--- config.mk ---
export PLATFORM = sky130hd
export DESIGN_NAME = smac_ctrl_cnt_seq
export DESIGN_NICKNAME = d
export VERILOG_FILES = /design/src/rtl/smac_ctrl_pkg.sv /design/src/rtl/pos_edge_det.sv /design/src/rtl/smac_cnt_wrap.sv /design/src/rtl/smac_ctrl_cnt_seq.sv
export SDC_FILE = /design/constraint.sdc
export NUM_CORES = 1
export LEC_CHECK = 0
export BUFFER_PORTS_ARGS = -buffer_cell sky130_fd_sc_hd__buf_4
export CORE_ASPECT_RATIO = 1.4
export CORE_MARGIN = 2
export CORE_UTILIZATION = 54
export DETAILED_ROUTE_END_ITERATION = 7
export PLACE_DENSITY = 0.86
export REMOVE_ABC_BUFFERS = 1
export SYNTH_ARGS = -nofsm -noshare
export SYNTH_HDL_FRONTEND = slang
export SYNTH_SLANG_ARGS = --single-unit
--- constraint.sdc ---
create_clock -name clk -period 7.3 [get_ports clk]
set_clock_uncertainty 0.05 [all_clocks]
set_input_delay 1.46 -clock clk [delete_from_list [all_inputs] [get_ports clk]]
set_output_delay 1.46 -clock clk [all_outputs]
set_load 0.01 [all_outputs]
--- src/rtl/smac_ctrl_pkg.sv ---
// Shared configuration types, field widths and legality check for the SMAC control-counter bank.
// Precision and size limits are package constants so every user of cfg_t agrees on field widths.
package smac_ctrl_pkg;

  localparam int PW_MAX = 8;
  localparam int PA_MAX = 8;
  localparam int MNO    = 288;
  localparam int MNV    = 224 * 224;
  localparam int MWB    = 16;

  localparam int W_WB  = $clog2(PW_MAX + 1);
  localparam int W_AB  = $clog2(PA_MAX + 1);
  localparam int W_NF  = $clog2(MNO + 1);
  localparam int W_QL  = $clog2(PA_MAX * PW_MAX + 1);
  localparam int W_NWB = $clog2(MWB + 1);
  localparam int W_NV  = $clog2(MNV + 1);

  typedef struct packed {
    logic [W_WB-1:0]  wbits;
    logic [W_AB-1:0]  abits;
    logic [W_NF-1:0]  nfil;
    logic [W_QL-1:0]  qlen;
    logic [W_NWB-1:0] nwb;
    logic [W_NV-1:0]  nvol;
  } cfg_t;

  localparam cfg_t CFG_MAX = '{
    wbits: W_WB'(PW_MAX),
    abits: W_AB'(PA_MAX),
    nfil:  W_NF'(MNO),
    qlen:  W_QL'(PA_MAX * PW_MAX),
    nwb:   W_NWB'(MWB),
    nvol:  W_NV'(MNV)
  };

  // qlen may legally be zero (no quant window); every other field must be 1..max.
  function automatic logic cfg_ok(input cfg_t c);
    return (c.wbits != '0) && (int'(c.wbits) <= PW_MAX) &&
           (c.abits != '0) && (int'(c.abits) <= PA_MAX) &&
           (c.nfil  != '0) && (int'(c.nfil)  <= MNO)    &&
           (int'(c.qlen) <= PA_MAX * PW_MAX)            &&
           (c.nwb   != '0) && (int'(c.nwb)   <= MWB)    &&
           (c.nvol  != '0) && (int'(c.nvol)  <= MNV);
  endfunction

endpackage

--- src/rtl/pos_edge_det.sv ---
// Rising-edge detector; pulse is high in the first cycle d is seen high.
module pos_edge_det (
  input  logic clk,
  input  logic rst_n,
  input  logic d,
  output logic pulse
);

  logic d_q;

  always_ff @(posedge clk or negedge rst_n) begin
    if (!rst_n) d_q <= 1'b0;
    else        d_q <= d;
  end

  assign pulse = d & ~d_q;

endmodule

--- src/rtl/smac_cnt_wrap.sv ---
// Programmable terminal-count counter: counts 0..max, then wraps to 0 (or holds when HOLD=1).
module smac_cnt_wrap #(
  parameter int W    = 4,
  parameter bit HOLD = 1'b0
) (
  input  logic         clk,
  input  logic         rst_n,
  input  logic         clr,
  input  logic         en,
  input  logic [W-1:0] max,
  output logic [W-1:0] cnt,
  output logic         tc
);

  assign tc = (cnt == max);

  always_ff @(posedge clk or negedge rst_n) begin
    if (!rst_n) begin
      cnt <= '0;
    end else if (clr) begin
      cnt <= '0;
    end else if (en) begin
      if (tc) cnt <= HOLD ? cnt : '0;
      else    cnt <= cnt + W'(1);
    end
  end

endmodule

--- src/rtl/smac_ctrl_cnt_seq.sv ---
// SMAC control-counter bank: weight-group pointer, bit-serial counters, filter/quant/write-back/volume
// progress and status pulses toward the layer FSM, with a runtime-loadable shadow configuration.
module smac_ctrl_cnt_seq
  import smac_ctrl_pkg::*;
#(
  parameter int NGRP = 8
) (
  input  logic             clk,
  input  logic             rst_n,
  input  logic             cnt_load,
  input  logic             clr_start,
  input  logic             clr_finish,
  input  logic             clr_vol,
  input  logic             wei_load,
  input  logic             w_en_w,
  input  logic             w_and_s_ac1,
  input  logic             valid_ac3,
  input  logic             act_wb,
  input  logic             vol_inc,
  input  logic             cont_mode,
  input  logic [W_WB-1:0]  cfg_wbits,
  input  logic [W_AB-1:0]  cfg_abits,
  input  logic [W_NF-1:0]  cfg_nfil,
  input  logic [W_QL-1:0]  cfg_qlen,
  input  logic [W_NWB-1:0] cfg_nwb,
  input  logic [W_NV-1:0]  cfg_nvol,
  output logic [NGRP-1:0]  grp_we,
  output logic             grp_last,
  output logic             bit_1,
  output logic             bit_m,
  output logic             term_ac1,
  output logic             last_fil,
  output logic             s_en_ac3,
  output logic             done_quant,
  output logic             wb_done,
  output logic             op_done,
  output logic             update,
  output logic             cfg_err
);

  // All control inputs are single-cycle strobes sampled on the rising edge; there is no back-pressure.
  cfg_t             cfg_q, cfg_in;
  logic [NGRP-1:0]  ptr;
  logic [W_WB-1:0]  wbit_cnt;
  logic [W_AB-1:0]  abit_cnt;
  logic [W_NF-1:0]  fil_cnt;
  logic [W_NWB-1:0] wb_cnt;
  logic [W_NV-1:0]  vol_cnt;
  logic [W_QL-1:0]  qcnt;
  logic             wb_tc, vol_tc, vol_en;
  logic             done_int, q_start, upd_cond, busy;

  assign cfg_in = '{wbits: cfg_wbits, abits: cfg_abits, nfil: cfg_nfil,
                    qlen: cfg_qlen, nwb: cfg_nwb, nvol: cfg_nvol};

  assign busy = ~ptr[0] | (|wbit_cnt) | (|abit_cnt) | (|fil_cnt) |
                (|wb_cnt) | (|vol_cnt) | s_en_ac3;

  always_ff @(posedge clk or negedge rst_n) begin
    if (!rst_n) begin
      cfg_q   <= CFG_MAX;
      cfg_err <= 1'b0;
    end else begin
      if (cnt_load && !busy && cfg_ok(cfg_in)) cfg_q <= cfg_in;
      if (clr_finish)                                 cfg_err <= 1'b0;
      else if (cnt_load && (busy || !cfg_ok(cfg_in))) cfg_err <= 1'b1;
    end
  end

  // One-hot group pointer; the OR with the right shift closes the rotation ring.
  always_ff @(posedge clk or negedge rst_n) begin
    if (!rst_n)        ptr <= NGRP'(1);
    else if (clr_start) ptr <= NGRP'(1);
    else if (wei_load)  ptr <= (ptr << 1) | (ptr >> (NGRP - 1));
  end

  assign grp_we   = ptr & {NGRP{wei_load}};
  assign grp_last = ptr[NGRP-1];

  smac_cnt_wrap #(.W(W_WB), .HOLD(1'b0)) u_wbit (
    .clk(clk), .rst_n(rst_n), .clr(clr_start), .en(w_en_w),
    .max(cfg_q.wbits - W_WB'(1)), .cnt(wbit_cnt), .tc(bit_m)
  );

  smac_cnt_wrap #(.W(W_AB), .HOLD(1'b0)) u_abit (
    .clk(clk), .rst_n(rst_n), .clr(clr_start), .en(w_and_s_ac1),
    .max(cfg_q.abits - W_AB'(1)), .cnt(abit_cnt), .tc(term_ac1)
  );

  smac_cnt_wrap #(.W(W_NF), .HOLD(1'b1)) u_fil (
    .clk(clk), .rst_n(rst_n), .clr(clr_finish), .en(valid_ac3),
    .max(cfg_q.nfil - W_NF'(1)), .cnt(fil_cnt), .tc(last_fil)
  );

  smac_cnt_wrap #(.W(W_NWB), .HOLD(1'b0)) u_wb (
    .clk(clk), .rst_n(rst_n), .clr(clr_finish), .en(act_wb),
    .max(cfg_q.nwb - W_NWB'(1)), .cnt(wb_cnt), .tc(wb_tc)
  );

  // A finished non-continuous layer ignores further volumes until clr_vol.
  assign vol_en = vol_inc & ~(op_done & ~cont_mode);

  smac_cnt_wrap #(.W(W_NV), .HOLD(1'b0)) u_vol (
    .clk(clk), .rst_n(rst_n), .clr(clr_vol), .en(vol_en),
    .max(cfg_q.nvol - W_NV'(1)), .cnt(vol_cnt), .tc(vol_tc)
  );

  assign bit_1 = (wbit_cnt == W_WB'(1));

  always_ff @(posedge clk or negedge rst_n) begin
    if (!rst_n)                      done_int <= 1'b0;
    else if (clr_finish)             done_int <= 1'b0;
    else if (valid_ac3 && last_fil)  done_int <= 1'b1;
  end

  pos_edge_det u_qst (.clk(clk), .rst_n(rst_n), .d(done_int), .pulse(q_start));

  // qcnt holds the remaining quant-window cycles; the window is simply qcnt != 0.
  always_ff @(posedge clk or negedge rst_n) begin
    if (!rst_n) begin
      qcnt       <= '0;
      done_quant <= 1'b0;
    end else if (clr_finish) begin
      qcnt       <= '0;
      done_quant <= 1'b0;
    end else if (q_start) begin
      qcnt <= cfg_q.qlen;
      if (cfg_q.qlen == '0) done_quant <= 1'b1;
    end else if (qcnt != '0) begin
      qcnt <= qcnt - W_QL'(1);
      if (qcnt == W_QL'(1)) done_quant <= 1'b1;
    end
  end

  assign s_en_ac3 = (qcnt != '0);

  always_ff @(posedge clk or negedge rst_n) begin
    if (!rst_n)          wb_done <= 1'b0;
    else if (clr_finish) wb_done <= 1'b0;
    else                 wb_done <= act_wb & wb_tc;
  end

  always_ff @(posedge clk or negedge rst_n) begin
    if (!rst_n)                op_done <= 1'b0;
    else if (clr_vol)          op_done <= 1'b0;
    else if (vol_en && vol_tc) op_done <= 1'b1;
    else if (cont_mode)        op_done <= 1'b0;
  end

  assign upd_cond = bit_m & grp_last & ~last_fil;

  pos_edge_det u_upd (.clk(clk), .rst_n(rst_n), .d(upd_cond), .pulse(update));

endmodule

## Yosys cells after proc, flatten, opt, wreduce, memory -nomap -nowiden

Cells that the tools add are included.

| cells by class | value |
|---|---|
| $add $sub $neg | 11 |
| $lt $le $gt $ge | 6 |
| equality and inequality tests | 9 |
| muxes and demuxes | 33 |
| bitwise operators | 21 |
| reductions and logical operators | 43 |

Operator list:

| operator | number |
|---|---|
| $mux W16 | 3 |
| $mux W9 | 3 |
| $mux W4 | 6 |
| $mux W7 | 3 |
| $add A16 B1 Y16 const B | 1 |
| $eq A16 B16 Y1 | 1 |
| $le A16 B16 Y1 const B | 1 |
| $mux W8 | 2 |
| $reduce_bool A16 Y1 | 1 |
| $reduce_bool A2 Y1 | 8 |
| $reduce_or A16 Y1 | 1 |
| $sub A16 B1 Y16 const B | 1 |
| $logic_and A1 B1 Y1 | 15 |
| $mux W5 | 3 |
| $mux W1 | 13 |
| $add A9 B1 Y9 const B | 1 |
| $eq A9 B9 Y1 | 1 |
| $le A9 B9 Y1 const B | 1 |
| $reduce_bool A3 Y1 | 3 |
| $reduce_bool A9 Y1 | 1 |
| $reduce_or A9 Y1 | 1 |
| $sub A9 B1 Y9 const B | 1 |
| $add A4 B1 Y4 const B | 2 |
| $and A8 B8 Y8 | 1 |
| 27 further kinds | 49 |

| storage, ports and cells | value |
|---|---|
| flip-flop bits (word level) | 105 |
| bits of input ports | 58 |
| output and inout bits | 19 |
| word-level logic and storage cells | 143 |

## Depth between registers and ports, before layout

Gate-level depths: netlist of the first run.

| depth | value |
|---|---|
| word-level depth | 16 |
| depth in mapped cells | 10 |
| mapped depth without buffers | 8 |

## Cells and area by module

From an unflattened synthesis of the first run, not the netlist that was laid out.

| unflattened totals | value |
|---|---|
| cells, all modules | 605 |
| area, all modules | 6373.6 sq um |

Modules (own cells, without submodules):

| module | times used | cells an instance | area an instance (sq um) | sequential area each (sq um) |
|---|---|---|---|---|
| smac_ctrl_cnt_seq | 1 | 328 | 3631.0 | 1639.1 |
| smac_cnt_wrap at u_vol | 1 | 119 | 1108.6 | 400.4 |
| smac_cnt_wrap at u_fil | 1 | 60 | 599.3 | 225.2 |
| smac_cnt_wrap at u_abit ... | 2 | 27 | 284.0 | 100.1 |
| smac_cnt_wrap at u_wb | 1 | 40 | 389.1 | 125.1 |
| pos_edge_det | 2 | 2 | 38.8 | 25.0 |

## Least setup slack after synthesis of the first run

Ideal clock, no wire load.

| timing path | value |
|---|---|
| path kind | register to output |
| from | register cfg_q[28] (netlist bit) |
| to | output port update |
| arrival | 2.241 ns |
| data required time | 5.790 ns |
| slack | 3.549 ns |
| cell stages (with the launch flop) | 10 |
| path buffers | 2 |
| cell sequence | dfrtp_1 > inv_1 > ha_1 > nor2b_1 > or3_1 > a31o_2 > a2111oi_0 > buf_2 > buf_2 > nor3_1 |

| between the ends | value |
|---|---|
| cells in the longest elaborated chain, start to end | 5 |

Ends and longest elaborated chain:

| what | line | source |
|---|---|---|
| start, declared | smac_ctrl_cnt_seq.sv:42 | `cfg_t cfg_q, cfg_in;` |
| start signal, assigned | smac_ctrl_cnt_seq.sv:64 | `if (cnt_load && !busy && cfg_ok(cfg_in)) cfg_q <= cfg_in;` |
| $sub A9 B1 Y9 | smac_ctrl_cnt_seq.sv:92 | `.max(cfg_q.nfil - W_NF'(1)), .cnt(fil_cnt), .tc(last_fil)` |
| $eq A9 B9 Y1 | smac_cnt_wrap.sv:15 | `assign tc = (cnt == max);` |
| via last_fil | smac_ctrl_cnt_seq.sv:32 | `output logic last_fil,` |
| $not A1 Y1 | smac_ctrl_cnt_seq.sv:150 | `assign upd_cond = bit_m & grp_last & ~last_fil;` |
| $and A1 B1 Y1 | smac_ctrl_cnt_seq.sv:150 |  |
| $and A1 B1 Y1 | pos_edge_det.sv:16 | `assign pulse = d & ~d_q;` |
| end, declared | smac_ctrl_cnt_seq.sv:37 | `output logic update,` |

The timed path passes the listed nets, and every way through them passes these cells.

## Worst setup path after layout of the first run

| timing path | value |
|---|---|
| from | register cfg_q[28] (netlist bit) |
| to | output port update |

| between the ends | value |
|---|---|
| cells in the longest elaborated chain, start to end | 5 |

Ends and longest elaborated chain:

| what | line |
|---|---|
| $sub A9 B1 Y9 | smac_ctrl_cnt_seq.sv:92 |
| $eq A9 B9 Y1 | smac_cnt_wrap.sv:15 |
| $not A1 Y1 | smac_ctrl_cnt_seq.sv:150 |
| $and A1 B1 Y1 | smac_ctrl_cnt_seq.sv:150 |
| $and A1 B1 Y1 | pos_edge_det.sv:16 |

Every way passes these cells.

==> results of run 1 <==
flip-flops by register name (all words and copies together) (netlist names):
signal,count
u_qst.d_q,1
u_wbit.cnt,4
u_fil.cnt,9
cfg_q,45
cfg_err,1
wb_done,1
u_vol.cnt,16
done_quant,1
u_wb.cnt,5
ptr,8
qcnt,7
u_upd.d_q,1
done_int,1
u_abit.cnt,4
op_done,1
routing by layer:
metal  vias to the layer above  wire, um  GRT usage, %
met5                         -         0             0
met2                       157      7910          42.2
met3                        26       707          3.26
met4                         0       335          9.76
li1                       2452         -             -
met1                      2578      6050          31.4
final cells by class:
cell class | count | share of cell area [%]
Timing Repair Buffer | 79 | 8.15
Clock buffer | 13 | 3.58
Inverter | 33 | 1.70
Tap cell | 144 | 2.48
Multi-Input combinational cell | 475 | 47.5
Clock inverter | 3 | 0.310
Sequential cell | 105 | 36.3
power by group through the flow:
stage / clock network (mW) / logic, mW / registers [mW]
final: 0.467 / 0.338 / 0.661
after global routing: 0.494 / 0.374 / 0.666
after CTS: 0.471 / 0.339 / 0.660
after detailed placement: 0 / 0.333 / 0.671
after global placement: 0 / 0.317 / 0.667
after floorplan: 0 / 0.221 / 0.660
synth_stat cells, drive strengths merged (3+ instances only):
cell / instances / area share [%]
or4: 14 / 1.8
or2: 3 / 0.30
xor2: 22 / 3.0
nor2: 41 / 2.4
a21oi: 33 / 2.6
nand3b: 9 / 1.1
o211ai: 3 / 0.43
nand2b: 11 / 1.1
nor2b: 9 / 0.89
nand2: 28 / 1.7
xnor2: 35 / 4.8
nor3b: 7 / 0.83
a2111oi: 3 / 0.71
nand4: 13 / 1.4
clkbuf: 20 / 1.2
nand3: 24 / 1.9
inv: 33 / 2.0
o21ai: 13 / 1.0
or3: 8 / 0.79
and2: 10 / 0.99
mux2: 50 / 8.9
nor4b: 6 / 0.83
buf: 9 / 0.79
nor4: 20 / 2.3
mux2i: 5 / 0.79
dfrtp: 95 / 38
ha: 18 / 3.6
and3: 9 / 0.89
o31ai: 12 / 1.4
a211oi: 10 / 1.2
nor3: 24 / 2.1
dfstp: 10 / 4.1
a21o: 3 / 0.36
worst max-delay path by stage:
stage	from	to	slack, ns	cells after the start
finish	cfg_q[28]	update	3.14	9
global route	cfg_q[28]	update	2.98	9
global placement	cfg_qlen[0]	cfg_q[38]	3.35	8
detailed placement	cfg_qlen[0]	cfg_q[37]	3.27	8
CTS	cfg_q[28]	update	3.14	9
floorplan	cfg_q[28]	update	1.70	7
cell families after synthesis:
logic type               after synthesis  synth area share [%]
multiplexers                          55                  9.67
AND/OR/NAND/NOR                      242                  22.1
flip-flops                           105                  41.7
adder cells (fa/ha/maj)               18                  3.55
AO/OA/AOI/OAI                        103                  11.2
buffers and inverters                 62                  3.93
XOR/XNOR                              57                  7.88
per-stage QoR:
stage | worst slack [ns] | power (mW)
after floorplan | 1.70 | 0.881
after global placement | 3.35 | 0.983
after detailed placement | 3.27 | 1.00
after CTS | 3.14 | 1.47
after global routing | 2.98 | 1.53
final | 3.14 | 1.47
worst max-delay path: stages, from the launching register on:
cell       delay, ns
dfrtp_1         0.45
inv_1           0.07
ha_1            0.24
nor2b_1         0.15
or3_1           0.36
a31o_2          0.25
a2111oi_2       0.27
buf_4           0.29
nor3_1          0.08
buf_4           0.14
==> Implementation_results.wiki, run 1 <==
{| class="wikitable"
! Metric !! Value
|-
| Global-route total usage across every layer || 24.8%
|-
| Slew at the pin with the worst max-slew slack || 0.792 ns
|-
| Number of buffers created by CTS || 9
|-
| Proportion of power drawn by the clock network || 31.9%
|-
| Classification of the worst setup path || reg -> out
|-
| DR vias/cell || 6.12
|-
| Final critical path time including I/O delays and setup || 4.16 ns
|-
| Number of slew-limit violations in the final report || 0
|-
| Initial antenna violation count || 0
|-
| Worst Setup Start Kind || flip-flop
|-
| Fraction of layout instances using a drive strength above 1 || 22.7%
|-
| Unrepaired setup endpoints after global routing || no
|-
| Reg2Reg Setup Slack || 3.93 ns
|-
| Netlist Area Pre-Place || 0.00634 mm2
|-
| Multi-input gate area in the final layout || 0.00345 mm2
|-
| Dpl cells || 836
|-
| Die outline width || 95.6 um
|-
| Resized Gates After CTS || 0
|-
| Grt ovf || 0
|-
| Maximum clock path buffer count || 2
|-
| Cells after Synth || 642
|-
| DIE HEIGHT || 132 um
|-
| Most used flip-flop cell after synthesis || dfrtp_1
|-
| Cell area after placement || 0.00699 mm2
|-
| TritonCTS clock tree || done
|-
| Utilization of the core after routing || 63.8%
|-
| Worst hold slack || 0.390 ns
|-
| Register area || 0.00264 mm2
|-
| Final setup violating endpoints || 0
|-
| Clock latency of the later-clocked register in the worst-skew pair || 0.35 ns
|-
| Worst min path class || reg -> reg
|-
| Number of port buffers || 76
|-
| Num Clock Sinks || 105
|-
| HP Start || done_int
|-
| Number of global-route vias before repair || 5269
|-
| Total via count in the routed design || 5213
|-
| Fmax achieved || 240 MHz
|-
| Post-synth cell types || 66
|-
| RR Startpoint || qcnt[0]
|-
| 1st-iter DRT viols || 391
|-
| Clock transition at the register clock pins on the worst setup and hold paths after CTS || 0.07 ns
|-
| Logic gate share of total power || 23.1%
|-
| Core footprint || 0.0114 mm2
|-
| Count of flip-flops with a built-in enable after synthesis || 0
|-
| Share of total power in sequential cells || 45.1%
|-
| Maximum number of pins on one net before global-route repair || 66
|-
| WP data required || 5.79 ns
|-
| Most frequent standard cell in the layout excluding fill and tap cells || dfrtp_1
|-
| Io pins || 77
|-
| Half-perimeter wire length of the detailed placement result || 11100 um
|-
| Crit. End Element || output port
|-
| Status || finished clean
|-
| Internal cell power || 1.03 mW
|-
| Async set or reset register ratio after synthesis || 100%
|-
| Biggest fanout along the worst timing path || 20
|-
| First-pass GRT wire length || 25000 um
|-
| Max-cap violation count || 0
|-
| Number of buffers inserted by hold repair at cts || 0
|-
| Hold-critical path depth || 0
|-
| Antenna diodes || 0
|-
| Clock root buffer || clkbuf_16
|-
| Hold endpoint || u_qst.d_q
|-
| Fin cells || 852
|-
| Number of nets at the end of the flow || 779
|-
| Sequential element share of the synthesized area || 41.7%
|-
| Most frequent cells in the layout || dfrtp_1 (95), buf_4 (79), nor2_1 (41)
|-
| Wirelength per Cell || 17.6 um
|-
| Number of rows in the core area || 46
|-
| Worst R2R Path Depth || 9
|-
| Final period utilization || 57.0%
|-
| Post-synthesis average cell area || 9.87 um2
|-
| Antenna violation net count after detailed routing || 0
|-
| Design area || 0.00727 mm2
|-
| Total setup buffers inserted after CTS || 0
|-
| Sw Ratio || 29.9%
|-
| Final number of hold-violating endpoints || 0
|-
| Starting density of the core || 55.6%
|-
| H-tree levels || 3
|-
| Die area || 0.0126 mm2
|-
| Wirelength, routed || 15000 um
|-
| Leakage power figure || 3.33 nW
|-
| Layout overhead on the synthesized area || 14.8%
|-
| Switch Pwr || 439 uW
|-
| Endpoint of the most critical register-to-register path || cfg_q[37]
|-
| Signal arrival time at the worst endpoint || 2.65 ns
|-
| Peak supply drop || 0.133 mV
|-
| Worst-case headroom to the max-slew limit || 47.2%
|-
| Flip-flop and latch count after synthesis || 105
|-
| First-pass iteration count of the detailed router || 5
|-
| Synth warnings || 0
|-
| Pwr Density || 202 mW/mm2
|-
| Summed negative setup slack over all endpoints || 0 ns
|-
| Last weighted congestion value of the routability-driven placer || 0.927
|-
| DRC || 0
|-
| Fill count || 930
|}
(Power assumes the default switching activity.)
==> run 2, diff against run 1 <==
Clock period 7.3 ns to 4.2 ns, I/O delays scaled along.
==> run 2 against run 1 <==
- utilization rose by 0.077 points
- routed wire length rose by 0.88%
- sequential power rose by 74%
- largest cell class unchanged
- clock-buffer cell count fell by 1
- global-route usage barely moved
- clock power rose by 75%
- first-iteration DRC count fell by 24%
==> Implementation_results.wiki, run 2 (synthesis results as in run 1) <==
{| class="wikitable"
! Metric !! Value
|-
| Status || finished clean
|-
| Num Clock Sinks || 105
|-
| Antenna diodes || 0
|-
| Initial antenna violation count || 0
|-
| Global-route total usage across every layer || 24.8%
|-
| Number of buffers inserted by hold repair at cts || 0
|-
| Max-cap violation count || 0
|-
| Worst setup path end || update
|-
| Signal arrival time at the worst endpoint || 2.72 ns
|-
| Io pins || 77
|-
| H-tree levels || 3
|-
| Clock latency of the later-clocked register in the worst-skew pair || 0.35 ns
|-
| Proportion of power drawn by the clock network || 32.0%
|-
| DIE HEIGHT || 132 um
|-
| Maximum number of pins on one net before global-route repair || 73
|-
| Unrepaired setup endpoints after global routing || no
|-
| Largest stage delay on the critical path || 0.58 ns
|-
| Final number of hold-violating endpoints || 0
|-
| Grt ovf || 0
|-
| Number of rows in the core area || 46
|-
| DRC || 0
|-
| Half-perimeter wire length of the detailed placement result || 11200 um
|-
| First-pass iteration count of the detailed router || 5
|-
| Die area || 0.0126 mm2
|-
| Fmax achieved || 277 MHz
|-
| Cell area after placement || 0.00700 mm2
|-
| Number of buffers created by CTS || 9
|-
| Final period utilization || 85.9%
|-
| Internal cell power || 1.78 mW
|-
| Register bank with the most flops || cfg_q
|-
| Total setup buffers inserted after CTS || 0
|-
| Final setup violating endpoints || 0
|-
| Utilization of the core after routing || 63.9%
|-
| Number of port buffers || 76
|-
| Layout overhead on the synthesized area || 14.9%
|-
| Pwr Density || 349 mW/mm2
|-
| WP data required || 3.31 ns
|-
| Switch Pwr || 760 uW
|-
| Share of total power in sequential cells || 45.1%
|-
| Fraction of layout instances using a drive strength above 1 || 23.0%
|-
| Registers with the most flip-flops || cfg_q (45), u_vol.cnt (16), u_fil.cnt (9)
|-
| Crit-path cells || inv_1 -> ha_1 -> nor2b_1 -> or3_1 -> a31o_2 -> a2111oi_2 -> nor3_1 -> buf_4
|-
| Sw Ratio || 29.9%
|-
| Clock root buffer || clkbuf_16
|-
| Die outline width || 95.6 um
|-
| DR vias/cell || 6.06
|-
| Most frequent standard cell in the layout excluding fill and tap cells || dfrtp_1
|-
| Peak supply drop || 0.217 mV
|-
| Startpoint of the most critical setup path || cfg_q[28]
|-
| Last weighted congestion value of the routability-driven placer || 0.866
|-
| Worst Setup Start Kind || flip-flop
|-
| Worst R2R Path Depth || 9
|-
| Core footprint || 0.0114 mm2
|-
| TritonCTS clock tree || done
|-
| Classification of the worst setup path || reg -> out
|-
| Most frequent cells in the layout || dfrtp_1 (95), buf_4 (80), nor2_1 (41)
|-
| Antenna violation net count after detailed routing || 0
|-
| Slowest stage cell, crit path || a2111oi_2
|-
| Number of flip-flops under the largest register name || 45
|-
| Reg2Reg Setup Slack || 0.88 ns
|-
| Starting density of the core || 55.6%
|-
| Multi-input gate area in the final layout || 0.00345 mm2
|-
| Endpoint of the most critical register-to-register path || cfg_q[18]
|-
| Wirelength, routed || 15100 um
|-
| Wirelength per Cell || 17.7 um
|-
| First-pass GRT wire length || 24900 um
|-
| Maximum clock path buffer count || 2
|-
| Resized Gates After CTS || 0
|-
| 1st-iter DRT viols || 298
|-
| Number of slew-limit violations in the final report || 0
|-
| Total via count in the routed design || 5172
|-
| Total Power Consumption || 2.54 mW
|-
| RR Startpoint || qcnt[0]
|-
| Worst-case headroom to the max-slew limit || 37.0%
|-
| Logic gate share of total power || 22.8%
|-
| Worst min path class || reg -> reg
|-
| Number of nets at the end of the flow || 780
|-
| Crit. End Element || output port
|-
| Design area || 0.00728 mm2
|-
| Biggest fanout along the worst timing path || 6
|-
| HP Start || done_int
|-
| Clock transition at the register clock pins on the worst setup and hold paths after CTS || 0.07 ns
|-
| Final critical path time including I/O delays and setup || 3.61 ns
|-
| Slew at the pin with the worst max-slew slack || 0.946 ns
|-
| Register area || 0.00264 mm2
|-
| Number of global-route vias before repair || 5320
|-
| Leakage power figure || 3.34 nW
|-
| Fill count || 895
|}
[run 2: changes by cell type in the layout (fill, tap and decap cells not counted), sizes merged]
cell	before	now
buf	79	80
clkbuf	13	12
clkinv	1	3
inv	35	34
[run 2: layer usage]
metal / track usage, % / up-vias / part of all wire (%)
li1: - / 2443 / -
met1: 29.8 / 2528 / 40
met2: 43.4 / 160 / 53
met3: 3.72 / 41 / 4.7
met4: 10.2 / 0 / 2.8
met5: 0 / - / 0
[run 2: power groups by stage]
| stage | clock [mW] | sequential, mW | combinational, mW |
|---|---|---|---|
| 2_1_floorplan | 0 | 1.15 | 0.385 |
| 3_3_place_gp | 0 | 1.16 | 0.555 |
| 3_5_place_dp | 0 | 1.17 | 0.578 |
| 4_1_cts | 0.821 | 1.15 | 0.583 |
| 5_1_grt | 0.866 | 1.16 | 0.640 |
| 6_report | 0.815 | 1.15 | 0.581 |
[run 2: stage by stage]
step	TNS [ns]	cells	setup slack (ns)	hold WS (ns)
finish	0	853	0.592	0.376
global route	0	853	0.399	0.406
CTS	0	853	0.562	0.382
detailed placement	0	837	0.784	0.359
global placement	0	837	0.835	0.355
floorplan	-2.75	613	-0.780	0.339
[run 2: worst min path at each step]
stage,end,slack (ns),depth (start not counted)
5_1_grt,u_qst.d_q,0.41,0
6_report,u_qst.d_q,0.38,0
2_1_floorplan,u_qst.d_q,0.34,0
3_3_place_gp,u_qst.d_q,0.36,0
4_1_cts,u_qst.d_q,0.38,0
3_5_place_dp,u_qst.d_q,0.36,0
[run 2: worst max-delay path, delay by kind of cell, from the launching register on]
family          cells  cell delay [ns]
fa+ha+maj           1             0.24
flops               1             0.45
buf+inv             2             0.25
compound gates      2             0.82
simple gates        3             0.61
[run 2: area by class of cell]
| type | count | area share [%] |
|---|---|---|
| Tap cell | 144 | 2.47 |
| Inverter | 33 | 1.70 |
| Timing Repair Buffer | 80 | 8.25 |
| Clock buffer | 12 | 3.52 |
| Clock inverter | 4 | 0.378 |
| Sequential cell | 105 | 36.2 |
| Multi-Input combinational cell | 475 | 47.4 |
